`config.mk`:
```
export PLATFORM = sky130hd
export DESIGN_NAME = rr_stream_mux
export DESIGN_NICKNAME = d
export VERILOG_FILES = /design/src/rtl/rr_stream_mux_pkg.sv /design/src/rtl/rr_arbiter.sv /design/src/rtl/rr_stream_mux.sv
export SDC_FILE = /design/constraint.sdc
export NUM_CORES = 1
export LEC_CHECK = 0
export CELL_PAD_IN_SITES_DETAIL_PLACEMENT = 1
export CELL_PAD_IN_SITES_GLOBAL_PLACEMENT = 2
export CORE_MARGIN = 2
export CORE_UTILIZATION = 20
export CTS_BUF_LIST = sky130_fd_sc_hd__clkbuf_8
export DETAILED_ROUTE_END_ITERATION = 8
export PLACE_DENSITY = 0.79
export SLEW_MARGIN = 5
export SYNTH_ARGS = -nofsm -noshare
export SYNTH_HDL_FRONTEND = slang
export SYNTH_SLANG_ARGS = --single-unit
```
`constraint.sdc`:
```
create_clock -name clk -period 3.6 [get_ports clk]
set_input_delay 0.9 -clock clk [delete_from_list [all_inputs] [get_ports clk]]
set_output_delay 0.9 -clock clk [all_outputs]
set_load 0.02 [all_outputs]
```
`src/rtl/rr_stream_mux_pkg.sv`:
```
// rtl/rr_stream_mux_pkg.sv - shared defaults and wrap-at-N index increment
package rr_stream_mux_pkg;
  localparam int DEFAULT_WIDTH = 32;
  localparam int DEFAULT_N     = 4;

  // Channel counts need not be powers of two, so the index wraps at n explicitly.
  function automatic int unsigned wrap_inc(input int unsigned idx, input int unsigned n);
    return (idx + 1 >= n) ? 0 : idx + 1;
  endfunction
endpackage

```
`src/rtl/rr_arbiter.sv`:
```
// rtl/rr_arbiter.sv - combinational round-robin arbiter, search starts at i_ptr
// Produces a one-hot grant plus its index; o_grant_valid is 0 when nothing requests.
module rr_arbiter
  import rr_stream_mux_pkg::*;
#(
  parameter int N = DEFAULT_N,
  localparam int SELW = $clog2(N)
) (
  input  logic [N-1:0]    i_req,
  input  logic [SELW-1:0] i_ptr,
  output logic [N-1:0]    o_grant,
  output logic [SELW-1:0] o_grant_idx,
  output logic            o_grant_valid
);

  int unsigned       v_cand;
  logic [SELW-1:0]   v_sel;

  always_comb begin
    o_grant       = '0;
    o_grant_idx   = '0;
    o_grant_valid = 1'b0;
    v_cand        = 0;
    v_sel         = '0;
    for (int k = 0; k < N; k++) begin
      v_cand = 32'(i_ptr) + 32'(k);
      if (v_cand >= N) v_cand = v_cand - N;
      v_sel = SELW'(v_cand);
      if (!o_grant_valid && i_req[v_sel]) begin
        o_grant_valid  = 1'b1;
        o_grant[v_sel] = 1'b1;
        o_grant_idx    = v_sel;
      end
    end
  end

endmodule

```
`src/rtl/rr_stream_mux.sv`:
```
// rtl/rr_stream_mux.sv - N-to-1 round-robin stream mux with a 1-entry output register
// Define RR_STREAM_MUX_LOCK_EN to hold the grant on one channel until its last beat.
module rr_stream_mux
  import rr_stream_mux_pkg::*;
#(
  parameter int WIDTH = DEFAULT_WIDTH,
  parameter int N     = DEFAULT_N,
  localparam int SELW = $clog2(N)
) (
  input  logic                 clk,
  input  logic                 reset,
  input  logic [N-1:0]         in_valid,
  input  logic [N*WIDTH-1:0]   in_data,
  input  logic [N-1:0]         in_last,
  output logic [N-1:0]         in_ready,
  output logic                 out_valid,
  output logic [WIDTH-1:0]     out_data,
  output logic                 out_last,
  output logic [SELW-1:0]      out_sel,
  input  logic                 out_ready
);

  logic             r_out_valid;
  logic [WIDTH-1:0] r_out_data;
  logic             r_out_last;
  logic [SELW-1:0]  r_out_sel;
  logic [SELW-1:0]  r_ptr;

  logic             w_can_load;
  logic             w_accept;
  logic             w_grant_valid;
  logic [N-1:0]     w_req;
  logic [N-1:0]     w_grant;
  logic [SELW-1:0]  w_grant_idx;
  logic [SELW-1:0]  w_arb_ptr;
  logic [SELW-1:0]  w_ptr_next;
  logic [WIDTH-1:0] w_sel_data;
  logic             w_sel_last;

`ifdef RR_STREAM_MUX_LOCK_EN
  logic            r_locked;
  logic [SELW-1:0] r_lock_ch;

  // While locked only the owning channel may request, so a gap on it stalls the mux.
  always_comb begin
    w_req     = in_valid;
    w_arb_ptr = r_ptr;
    if (r_locked) begin
      w_req     = in_valid & (N'(1) << r_lock_ch);
      w_arb_ptr = r_lock_ch;
    end
  end
`else
  assign w_req     = in_valid;
  assign w_arb_ptr = r_ptr;
`endif

  rr_arbiter #(.N(N)) u_arbiter (
    .i_req         (w_req),
    .i_ptr         (w_arb_ptr),
    .o_grant       (w_grant),
    .o_grant_idx   (w_grant_idx),
    .o_grant_valid (w_grant_valid)
  );

  assign w_can_load = !r_out_valid || out_ready;
  assign w_accept   = w_grant_valid && w_can_load && !reset;
  assign in_ready   = w_accept ? w_grant : '0;
  assign w_ptr_next = SELW'(wrap_inc(32'(w_grant_idx), N));

  always_comb begin
    w_sel_data = '0;
    for (int i = 0; i < N; i++) begin
      if (w_grant[i]) w_sel_data = in_data[i*WIDTH +: WIDTH];
    end
    w_sel_last = |(in_last & w_grant);
  end

  always_ff @(posedge clk) begin
    if (reset) begin
      r_out_valid <= 1'b0;
      r_out_data  <= '0;
      r_out_last  <= 1'b0;
      r_out_sel   <= '0;
      r_ptr       <= '0;
`ifdef RR_STREAM_MUX_LOCK_EN
      r_locked    <= 1'b0;
      r_lock_ch   <= '0;
`endif
    end else if (w_accept) begin
      r_out_valid <= 1'b1;
      r_out_data  <= w_sel_data;
      r_out_last  <= w_sel_last;
      r_out_sel   <= w_grant_idx;
`ifdef RR_STREAM_MUX_LOCK_EN
      if (w_sel_last) begin
        r_locked <= 1'b0;
        r_ptr    <= w_ptr_next;
      end else begin
        r_locked  <= 1'b1;
        r_lock_ch <= w_grant_idx;
      end
`else
      r_ptr       <= w_ptr_next;
`endif
    end else if (out_ready) begin
      r_out_valid <= 1'b0;
    end
  end

  assign out_valid = r_out_valid;
  assign out_data  = r_out_data;
  assign out_last  = r_out_last;
  assign out_sel   = r_out_sel;

endmodule

```
# After elaboration in Yosys (flattened, before gate mapping)
# Cells that the tools add are included.
# totals
regBits,38
inputBits,139
output_inout_bits,40
wordCells,87
# classes
n_addsub,8
n_lt_le_gt_ge,13
mux,40
reduce_logical,17
bitwise,4
# ops
operator,n
$mux W32,4
$mux W4,5
$mux W2,9
$mux W1,14
$ge A3 B3 Y1 const B,4
$lt A2 B3 Y1 const B,4
$or A4 B4 Y4,3
$logic_and A1 B1 Y1,9
$bmux W1 S2,4
$demux W1 S2,4
$ge A2 B1 Y1 const B,4
$sub A2 B1 Y2 const B,4
$add A2 B1 Y3 const B,2
$add A2 B2 Y3 const B,2
$logic_not A1 Y1,5
$and A4 B4 Y4,1
$reduce_or A4 Y1,1
$ge A2 B3 Y1 const B,1
$reduce_bool A2 Y1,1
$logic_or A1 B1 Y1,1

# Depth between registers and ports, before layout
# depth
word_depth,18
ltp_mapped,12
ltp_nobuf,8

# By module
# A second synthesis with hierarchy kept.
# unflattened
cells_unflattened,363
hier_area_um2,3074.2
# modules_own_cells
mod,n_inst,cells_each,area_each_um2
rr_stream_mux,1,318,2652.5
rr_arbiter,1,45,421.7

# Worst setup path after synthesis
# Ideal clock, no wire load.
# synth_timing
kind,register to output
start,reg (tool-made name)
end,out in_ready[1]
setup_slack_ns,-0.015
required_ns,2.700
path_stages_with_launch,12
arrival_ns,2.715
cell_sequence,dfxtp_1 -> buf_4 -> inv_1 -> ha_1 -> buf_6 -> mux2_2 -> and3_1 -> a2111o_1 -> a21o_1 -> buf_6 -> buf_6 -> and2_1
# synth_rtl
item,line_no,text
"end, declared",rr_stream_mux.sv:15,"output logic [N-1:0] in_ready,"

# Worst setup path after layout
# layout_timing
start,in in_valid[1]
end,out in_ready[0]
# layout_via
elab_chain_len,15
elab_cells_between_ends,28
cone_classes,mux: 17; bitwise: 3; reduce/logical: 8
# layout_lines
item,line_no,text
"start, declared",rr_stream_mux.sv:12,"input logic [N-1:0] in_valid,"
$bmux W1 S2,rr_arbiter.sv:29,if (!o_grant_valid && i_req[v_sel]) begin
$mux W1 (implied by the code),rr_arbiter.sv:29,
$mux W1,rr_arbiter.sv:29,
$logic_not A1 Y1,rr_arbiter.sv:29,
$logic_and A1 B1 Y1,rr_arbiter.sv:29,
$mux W1,rr_arbiter.sv:29,
$logic_not A1 Y1,rr_arbiter.sv:29,
$logic_and A1 B1 Y1,rr_arbiter.sv:29,
$mux W1,rr_arbiter.sv:29,
$logic_not A1 Y1,rr_arbiter.sv:29,
$logic_and A1 B1 Y1,rr_arbiter.sv:29,
$mux W1,rr_arbiter.sv:29,
$logic_and A1 B1 Y1 (2 in series),rr_stream_mux.sv:67,assign w_accept = w_grant_valid && w_can_load && !reset;
$mux W4 (*),rr_stream_mux.sv:68,assign in_ready = w_accept ? w_grant : '0;
# Every way passes the cells marked *; elsewhere a longest branch is shown, timed or not. The select of a mux whose other input is x is not followed.

==> key figures <==
Outcome
  – Status: complete, no violations

Clocking
  – Clk buf depth: 2
  – Hold bufs inserted after CTS: 0
  – Number of CTS-inserted buffers: 5
  – Worst-Skew Late Latency: 0.32 ns
  – Htree depth: 2
  – CTS tree: yes
  – Worst-path clk slew: 0.09 ns
  – CTS root buf: clkbuf_8
  – Num Clock Sinks: 38

Timing
  – Slew Viols, Final: 0
  – Slew headroom: 57.70%
  – Final worst slack: ~0.087 ns
  – Final Hold Viols: 0
  – RSZ-0062 raised after global routing: yes
  – Final min period: ~3.5 ns
  – Clock Skew: 0.01431 ns
  – Worst-Margin Slew: ~0.63 ns
  – Final period util: between 90% and 100%
  – Final setup fails: 0
  – Setup TNS: 0 ns
  – Fmax: approximately 0.28 GHz

Setup path
  – CP endpoint kind: output port
  – Top cell by count, worst path: buf_4
  – Worst EP arrival: 2.61 ns
  – Worst r2r dst: out_data[10]
  – CP Capture Point: in_ready[0]
  – Cell Chain, Critical Path: clkdlybuf4s15_2 > mux2_2 > buf_4 > mux2i_2 > buf_4 > mux2i_4 > o211ai_4 > and2_1 > buf_4
  – R2r setup slk: 0.55 ns
  – FF-to-FF path depth: 10
  – Crit path from: in_valid[1]
  – Critical Path RT: roughly 2.7 ns
  – Max incr delay on CP: ~0.3 ns
  – WP buf/inv: 4
  – Critical path depth: 9
  – CP delay by family, top: buffers and inverters
  – Startpoint Class: primary input
  – R2r startpoint: r_ptr[1]
  – Worst Path Max Fanout: 9
  – CP max stage cell: mux2_2
  – Crit path kind: primary input to output port

Die
  – Die Wd: roughly 130 um
  – Die H: 132.8 um
  – Ports: 179
  – Row cnt: 47
  – Initial core utilization: 20.22%
  – Core area: 16410 sq um
  – Die area: 17640 sq um

Routing
  – Post-DR vias/cell: 4.923
  – Detail Route Antenna Nets: 0
  – Vias post-DR: 3860
  – Pre-antenna DRT Iters: 4
  – WL per Instance: 19.58 um
  – Total wire length: 15350 um
  – 1st-iter DRT viols: 139
  – DRC: 0

Synth
  – Share of the synthesized area in the top cell type: between 20% and 30%
  – Post-Syn Area: 3318 sq um
  – Syn Nets: around 520
  – EDFF count, synth: 0
  – Ys async rst share: 0%
  – Main synth FF type: dfxtp_1
  – YS warnings: 0
  – Synth area leaders: dfxtp_1 (23%), a221oi_2 (13%), mux2i_1 (11%), o32ai_1 (8.4%), a211oi_1 (7.2%)
  – Sequential fraction of the synthesis area: a little under a quarter
  – Synth area leader: dfxtp_1
  – Synth Register Bits: 38
  – Post-Syn Instances: about 380
  – Unique masters post-synth: 47
  – Avg Inst Size Synth: 8.802 sq um

Finish
  – Layout fillers: 1863
  – Area Overhead vs Synth: 70.63%
  – FF+latch area: 763.2 sq um
  – Multi-input logic area: between 2000 and 2500 sq um
  – Number of nets in the layout: 709
  – Layout cells sized above 1: 19.68%
  – ANT cells: 0
  – Design Area, Final: 5662 sq um

Placement
  – Placer Congestion: 0.7856
  – DP Area: 5529 sq um
  – PortBufs: approximately 180
  – DPL Wire Length: between 10000 and 15000 um
  – Pre-CTS WS: -0.6819 ns

Global routing
  – Gr ovfl total: 0
  – First-pass GRT wire length: 24160 um
  – Number of antenna violations at the first check in global routing: 0
  – GR Util All Layers: 17.45%
  – Largest net degree at the start of global routing: 39
  – Vias in the first global route: ~4200

Worst hold path
  – Worst hold-check path type: flop to flop

Pwr
  – Leak pwr: 0.002114 uW
  – Power per cell area: slightly below 800 nW/um^2
  – VDD IR max: 0.0003517 V

Run
  – Max cap viols: 0
-- cells in the mapped netlist (2+ instances only) --
cell type  number
inv_1          39
dfxtp_1        38
mux2i_1        36
o21ai_1        34
a211oi_1       32
o32ai_1        32
a221oi_2       28
clkbuf_1       23
buf_2          14
nand2_1        11
a21oi_1         6
buf_6           6
ha_1            6
nand3b_1        5
o21ai_0         5
a221oi_1        4
nand2b_1        4
nor2_1          4
and2_1          3
and3_1          3
mux4_2          3
nor2b_1         3
nor3b_1         3
nor4_1          3
or3_1           3
a211oi_2        2
a22oi_1         2
buf_4           2
mux2_2          2
nand3_1         2
o22ai_1         2
or3b_1          2
-- per-layer routing --
metal / wire [um] / vias up / global-route usage [%]
li1: - / 1845 / -
met1: 6596 / 1865 / 21.52
met2: 7455 / 129 / 29.74
met3: 1004 / 21 / 4.904
met4: 292 / 0 / 4.839
met5: 0 / - / 0
-- layout make-up --
class / count / share of cell area, %
flip-flops and latches: 38 / 13.48
repair buffers: 225 / 38.12
multi-input cells: 255 / 39.60
well taps: 220 / 4.862
clock buffers: 5 / 1.215
clock inverters: 2 / 0.1326
inverters: 39 / 2.586
-- report_power, final --
part	total, uW	internal [uW]	switching, uW
combinational	3370	1500	1870
sequential	745	631	114
clock	308	128	179
-- through the flow --
step | power, uW | instances | hold slack [ns] | utilization (%)
3_5_place_dp | 4067 | 775 | 0.4724 | 33.70
5_1_grt | 4728 | 784 | 0.5002 | 34.51
3_3_place_gp | 4009 | 775 | 0.4614 | 33.70
2_1_floorplan | 2769 | 377 | 0.5484 | -
6_report | 4419 | 784 | 0.4812 | 34.51
4_1_cts | 4428 | 782 | 0.4869 | 34.38
-- worst min-delay path, delay by kind of cell, from the launching register on --
family / cells / cell delay, ns
flip-flops: 1 / 0.32
AND/OR/NAND/NOR: 2 / 0.13
-- what timing repair did --
action / CTS / global route
pin swaps: 1 / 3
resized for setup: 27 / 9
setup buffers: 0 / 2
endpoints found under the setup margin: 5 / 4
-- cell families after synthesis --
logic type / count (synthesis) / synth area share, %
XOR/XNOR: 1 / 0.2640
flip-flops: 38 / 22.93
adder cells (fa/ha/maj): 6 / 2.262
buffers and inverters: 84 / 11.61
AO/OA/AOI/OAI: 159 / 41.10
AND/OR/NAND/NOR: 48 / 8.258
multiplexers: 41 / 13.57
-- cells in the final DEF, fill, tap and decap left out, types with 3 or more instances in the layout --
cell type | netlist | layout
clkdlybuf4s50_1 | 0 | 169
buf_4 | 2 | 44
inv_1 | 39 | 41
dfxtp_1 | 38 | 36
o21ai_1 | 34 | 34
mux2i_1 | 36 | 34
a211oi_1 | 32 | 32
o32ai_1 | 32 | 32
a221oi_2 | 28 | 28
nand2_1 | 11 | 10
nand3b_1 | 5 | 5
a21oi_1 | 6 | 5
o21ai_0 | 5 | 5
ha_1 | 6 | 5
clkbuf_8 | 0 | 5
nand2b_1 | 4 | 4
nor2_1 | 4 | 4
a221oi_1 | 4 | 4
clkdlybuf4s15_2 | 0 | 4
buf_2 | 14 | 4
nor2b_1 | 3 | 3
or3_1 | 3 | 3
nor3b_1 | 3 | 3
mux4_2 | 3 | 3
and3_1 | 3 | 3
and2_1 | 3 | 3
buf_12 | 0 | 3
-- flip-flops by register name (all words and copies together), names as in the netlist, named ones only --
signal and cells:
r_ptr 1, out_sel 2, out_data 32, out_valid 1, out_last 1
-- how the worst min path moves through the flow --
stage	from	endpoint	slack [ns]	cells past startpoint
floorplan	out_sel[0]	out_sel[0]	0.55	2
global placement	out_sel[1]	out_sel[1]	0.46	2
detailed placement	out_sel[0]	out_sel[0]	0.47	2
CTS	out_sel[0]	out_sel[0]	0.49	2
global route	out_sel[1]	out_sel[1]	0.50	2
finish	out_sel[0]	out_sel[0]	0.48	2
Power figures use the tool's default switching activity.
